**src/rtl/fft_pkg.sv**
```systemverilog
// Shared constants and helpers for the 16-point FFT pipeline.
package fft_pkg;

    localparam int unsigned N     = 16;
    localparam int unsigned LOG2N = $clog2(N);
    localparam int unsigned W     = 16;

    function automatic logic [LOG2N-1:0] bitrev(input logic [LOG2N-1:0] idx);
        logic [LOG2N-1:0] r;
        for (int i = 0; i < LOG2N; i++) begin
            r[i] = idx[LOG2N-1-i];
        end
        return r;
    endfunction

endpackage

```
**src/rtl/frame_bank.sv**
```systemverilog
// One bank of N complex sample registers with per-slot write enables.
module frame_bank
    import fft_pkg::*;
#(
    parameter int unsigned N = fft_pkg::N,
    parameter int unsigned W = fft_pkg::W
) (
    input  logic                clk,
    input  logic                rst,
    input  logic [N-1:0]        we,
    input  logic signed [W-1:0] wr_re,
    input  logic signed [W-1:0] wr_im,
    output logic signed [W-1:0] R_out [0:N-1],
    output logic signed [W-1:0] I_out [0:N-1]
);

    logic signed [W-1:0] re_q [0:N-1];
    logic signed [W-1:0] im_q [0:N-1];

    always_ff @(posedge clk) begin
        if (rst) begin
            for (int i = 0; i < N; i++) begin
                re_q[i] <= '0;
                im_q[i] <= '0;
            end
        end else begin
            for (int i = 0; i < N; i++) begin
                if (we[i]) begin
                    re_q[i] <= wr_re;
                    im_q[i] <= wr_im;
                end
            end
        end
    end

    assign R_out = re_q;
    assign I_out = im_q;

endmodule

```
**src/rtl/fft_input_loader.sv**
```systemverilog
// Ping-pong serial-to-parallel loader: writes samples at bit-reversed slots,
// presents completed frames in parallel on a valid/ready handshake.
module fft_input_loader
    import fft_pkg::*;
#(
    parameter int unsigned N = fft_pkg::N,
    parameter int unsigned W = fft_pkg::W
) (
    input  logic                clk,
    input  logic                rst,
    input  logic                in_valid,
    output logic                in_ready,
    input  logic signed [W-1:0] in_re,
    input  logic signed [W-1:0] in_im,
    input  logic                in_last,
    output logic                frame_valid,
    input  logic                frame_ready,
    output logic signed [W-1:0] R_out [0:N-1],
    output logic signed [W-1:0] I_out [0:N-1],
    output logic                frame_err
);

    localparam int unsigned CW = $clog2(N);

    logic [1:0]    full_q, full_d;
    logic          wr_sel_q, wr_sel_d;
    logic          rd_sel_q, rd_sel_d;
    logic [CW-1:0] wr_cnt_q, wr_cnt_d;
    logic          err_q, err_d;

    logic          accept, consume, last_slot;
    logic [N-1:0]  slot_we, we0, we1;

    logic signed [W-1:0] b0_re [0:N-1];
    logic signed [W-1:0] b0_im [0:N-1];
    logic signed [W-1:0] b1_re [0:N-1];
    logic signed [W-1:0] b1_im [0:N-1];

    always_comb begin
        in_ready    = !full_q[wr_sel_q];
        frame_valid = full_q[rd_sel_q];
        accept      = in_valid && in_ready;
        consume     = frame_valid && frame_ready;
        last_slot   = (wr_cnt_q == CW'(N - 1));

        full_d   = full_q;
        wr_sel_d = wr_sel_q;
        rd_sel_d = rd_sel_q;
        wr_cnt_d = wr_cnt_q;
        err_d    = 1'b0;
        slot_we  = '0;

        // Commit and consume never target the same bank: commit needs it empty,
        // consume needs it full.
        if (consume) begin
            full_d[rd_sel_q] = 1'b0;
            rd_sel_d         = !rd_sel_q;
        end

        if (accept) begin
            slot_we[bitrev(wr_cnt_q)] = 1'b1;
            err_d = (in_last != last_slot);
            if (last_slot) begin
                full_d[wr_sel_q] = 1'b1;
                wr_sel_d         = !wr_sel_q;
                wr_cnt_d         = '0;
            end else if (in_last) begin
                wr_cnt_d = '0;
            end else begin
                wr_cnt_d = wr_cnt_q + CW'(1);
            end
        end
    end

    always_ff @(posedge clk) begin
        if (rst) begin
            full_q   <= '0;
            wr_sel_q <= 1'b0;
            rd_sel_q <= 1'b0;
            wr_cnt_q <= '0;
            err_q    <= 1'b0;
        end else begin
            full_q   <= full_d;
            wr_sel_q <= wr_sel_d;
            rd_sel_q <= rd_sel_d;
            wr_cnt_q <= wr_cnt_d;
            err_q    <= err_d;
        end
    end

    assign we0 = wr_sel_q ? '0 : slot_we;
    assign we1 = wr_sel_q ? slot_we : '0;

    frame_bank #(
        .N (N),
        .W (W)
    ) u_bank0 (
        .clk   (clk),
        .rst   (rst),
        .we    (we0),
        .wr_re (in_re),
        .wr_im (in_im),
        .R_out (b0_re),
        .I_out (b0_im)
    );

    frame_bank #(
        .N (N),
        .W (W)
    ) u_bank1 (
        .clk   (clk),
        .rst   (rst),
        .we    (we1),
        .wr_re (in_re),
        .wr_im (in_im),
        .R_out (b1_re),
        .I_out (b1_im)
    );

    always_comb begin
        for (int i = 0; i < N; i++) begin
            R_out[i] = rd_sel_q ? b1_re[i] : b0_re[i];
            I_out[i] = rd_sel_q ? b1_im[i] : b0_im[i];
        end
    end

    assign frame_err = err_q;

endmodule

```
**config.mk**
```make
export PLATFORM = sky130hd
export DESIGN_NAME = fft_input_loader
export DESIGN_NICKNAME = d
export VERILOG_FILES = /design/src/rtl/fft_pkg.sv /design/src/rtl/frame_bank.sv /design/src/rtl/fft_input_loader.sv
export SDC_FILE = /design/constraint.sdc
export NUM_CORES = 2
export LEC_CHECK = 0
export ABC_AREA = 1
export BUFFER_PORTS_ARGS = -buffer_cell sky130_fd_sc_hd__buf_2
export CORE_AREA = 2 2 381 383
export CTS_CLUSTER_SIZE = 20
export DETAILED_ROUTE_END_ITERATION = 8
export DIE_AREA = 0 0 383 385
export PLACE_DENSITY = 0.54
export RECOVER_POWER = 25
export SLEW_MARGIN = 20
export SYNTH_ARGS = -nofsm -noshare
export SYNTH_HDL_FRONTEND = slang
export SYNTH_SLANG_ARGS = --single-unit
```
**constraint.sdc**
```tcl
create_clock -name clk -period 2.1 [get_ports clk]
set_input_delay 0.315 -clock clk [delete_from_list [all_inputs] [get_ports clk]]
set_output_delay 0.315 -clock clk [all_outputs]
set_load 0.02 [all_outputs]
```
==> summary.txt <==
CORE AREA: 0.143 sq mm
Crit-path slowest cell: dfxtp_4
Status: finished with violations
Starting Density: 34.8%
Root Buffer: clkbuf_16
Setup ws final: -0.407 ns
Synth warn: 0
First-pass GRT wire length: 276000 um
Post-Synth XOR/XNOR Area: 0.0176%
CP max FO: 26
CTS tree: yes
Failing checks: negative setup slack
Post-Syn Instances: 7929
CTS HTree Levels: 3
Crit end category: primary output
Max Slew Vio Count: 0
Hold_ws: 0.149 ns
Most frequent cells in the layout: nand2_1, nor2_1, dfxtp_1
Measured slew at the worst slew-check pin: 0.838 ns
Die X: 383 um
DRC: 0
Area leader, netlist: dfxtp_1
Post-DR wirelength/cell: 18.7 um
Tcrit/Tclk final: 119%
Max Cap Viol: 0
CTS buffer count: 118
Seq/Total Area, Yosys: 41.5%
FF+latch count, synth: 1033
Max-Slew Margin vs Limit: 44.1%
Area contributors post-synth: dfxtp_1, nand2_1, nand3_1, nor2_1, a21oi_1
Sum Neg Setup Slack: -155.37 ns
Final WL: 191000 um
# IOs: 552
Post-route minimum period: 2.51 ns
Mapped cell area: 0.0498 sq mm
Placed Instances: 9910
Initial antenna violation count: 10
Clock Sinks: 1033
Post-DR vias/cell: 4.97
Fraction of synthesized area in multiplexers: 0%
Fin nets: 8248
Most common cell after layout, fill and taps aside: nand2_1
Top cell type's share of synthesized area: 41.5%
Critical path class: reg2out
Die height: 385 um
Placed Area: 0.0553 sq mm
FMAX: 399 MHz
Die area: 0.147 sq mm
Vias in the first global route: 44000
Static Leakage: 28.6 nW
Clock-pin slew on the worst setup and hold paths: 0.06 ns
Iter 0 DRT Violations: 4656
Worst vdd ir: 0.654 mV
RSZ-0062 raised after global routing: yes
Arrival time worst endpoint: 2.19 ns
Startpoint types: flip-flop
Post-synthesis simple-gate area fraction: 38.0%
Area occupied by multi-input gates: 0.0245 sq mm
Clock latency on the worst-skew pair: 0.74 ns
Post-route cell area: 0.0624 sq mm
Reg area: 0.0207 sq mm
Setup violations, final: 688
Vias: 50700
Worst Skew: 0.0222 ns
Worst path cell trace: buf_8 -> buf_12 -> buf_8 -> o21ai_0 -> buf_2
Hold Crit Class: in2reg
Slowest stage delay, CP: 0.37 ns
Largest family of logic cells by synthesized area: simple AND/OR/NAND/NOR gates
Clock Path Buffers: 3
Share of cells above drive strength 1: 15.9%
Pre-Repair DR Iteration Count: 5
Antenna Cells: 0
GRT Total Usage: 24.0%
Non-filler instance count after layout: 10200
Routability cong.: 0.791
Area grow syn2layout: 25.4%
Worst Path Required: 1.78 ns
Largest net degree at the start of global routing: 169
Power per cell area: 692 mW/mm^2
Gr ovfl total: 0
Syn_nets: 7970
Filler cell count: 14900
CP most frequent cell: buf_8
Fin. Hold Viols: 0
Antenna viol nets, final: 0
Unique cell type count in the Yosys netlist: 21
FP Rows: 139
Hpwl dp: 108000 um
Compound-Gate Fraction of Synth Area: 9.15%
Adder-cell share of the synthesized area: 0.101%
Final Util: 43.6%
Mean post-synth cell area: 6.28 sq um
Port Buffer Count: 551
[power breakdown]
part | switching, mW | total [mW] | internal [mW]
Combinational | 1.86 | 2.65 | 0.784
Sequential | 0.0561 | 19.8 | 19.7
Clock | 8.69 | 20.8 | 12.1
[cell type report]
| type | count | area share (%) |
|---|---|---|
| multi-input combinational | 5591 | 39.3 |
| sequential | 1033 | 33.1 |
| timing repair buffer | 901 | 14.2 |
| clock buffer | 192 | 5.83 |
| tap | 1903 | 3.81 |
| inverter | 562 | 3.43 |
| clock inverter | 22 | 0.333 |
[flip-flops by register name (all words and copies together), names as in the netlist]
register	flops
full_q	2
u_bank1.I_out	256
u_bank1.R_out	256
frame_err	1
u_bank0.R_out	256
u_bank0.I_out	256
wr_sel_q	1
rd_sel_q	1
wr_cnt_q	4
[critical path, delay by kind of cell (launching register included)]
family	cells	cell delay, ns
buffers and inverters	4	0.71
DFF	1	0.37
AOI/OAI and AO/OA	1	0.37
[metal layers]
| layer | GRT usage [%] | vias up | part of all wire [%] |
|---|---|---|---|
| li1 | - | 25300 | - |
| met1 | 34.0 | 23500 | 46 |
| met2 | 38.1 | 1625 | 45 |
| met3 | 3.06 | 237 | 6.2 |
| met4 | 6.96 | 0 | 2.9 |
| met5 | 0 | - | 0 |
[synth_stat cells (all sizes together)]
cell type / n
nor2: 1050
nand3: 1028
buf: 460
nand4: 10
dfxtp: 1033
a211oi: 1
inv: 562
o21ai: 134
ha: 4
xor2: 1
nand2: 2588
clkbuf: 283
a21oi: 775
[kinds of logic after synthesis]
| kind of cell | after synthesis |
|---|---|
| AO/OA/AOI/OAI | 910 |
| flip-flops | 1033 |
| XOR/XNOR | 1 |
| AND/OR/NAND/NOR | 4676 |
| buffers and inverters | 1305 |
| adder cells (fa/ha/maj) | 4 |
[worst paths after layout]
kind | start | slack, ns | depth (start not counted) | end
max | rd_sel_q$_SDFFE_PP0N_ | -0.41 | 5 | I_out[9]
max reg2reg | wr_cnt_q[2]$_SDFFE_PP0P_ | -0.13 | 9 | u_bank0.R_out[252]$_SDFFE_PP0P_
min reg2reg | u_bank0.I_out[239]$_SDFFE_PP0P_ | 0.48 | 2 | u_bank0.I_out[239]$_SDFFE_PP0P_
min | in_re[0] | 0.15 | 6 | u_bank1.R_out[176]$_SDFFE_PP0P_
[metrics by stage]
step | power, mW | setup slack (ns)
after global routing | 44.5 | -0.462
after CTS | 43.5 | -0.618
after floorplan | 21.6 | 0.337
final | 43.2 | -0.407
after global placement | 22.7 | 0.0977
after detailed placement | 22.8 | 0.113
[repair_timing]
| item | in CTS | in global routing |
|---|---|---|
| endpoints found under the hold margin | 8 | 0 |
| pin swaps | 3 | 55 |
| hold buffers | 5 | 0 |
| setup endpoints to repair | 513 | 563 |
| gates resized for setup | 151 | 551 |
| setup buffers | 10 | 23 |
| gates cloned | 9 | 35 |
Note: power is estimated with default switching activity, not from simulation.
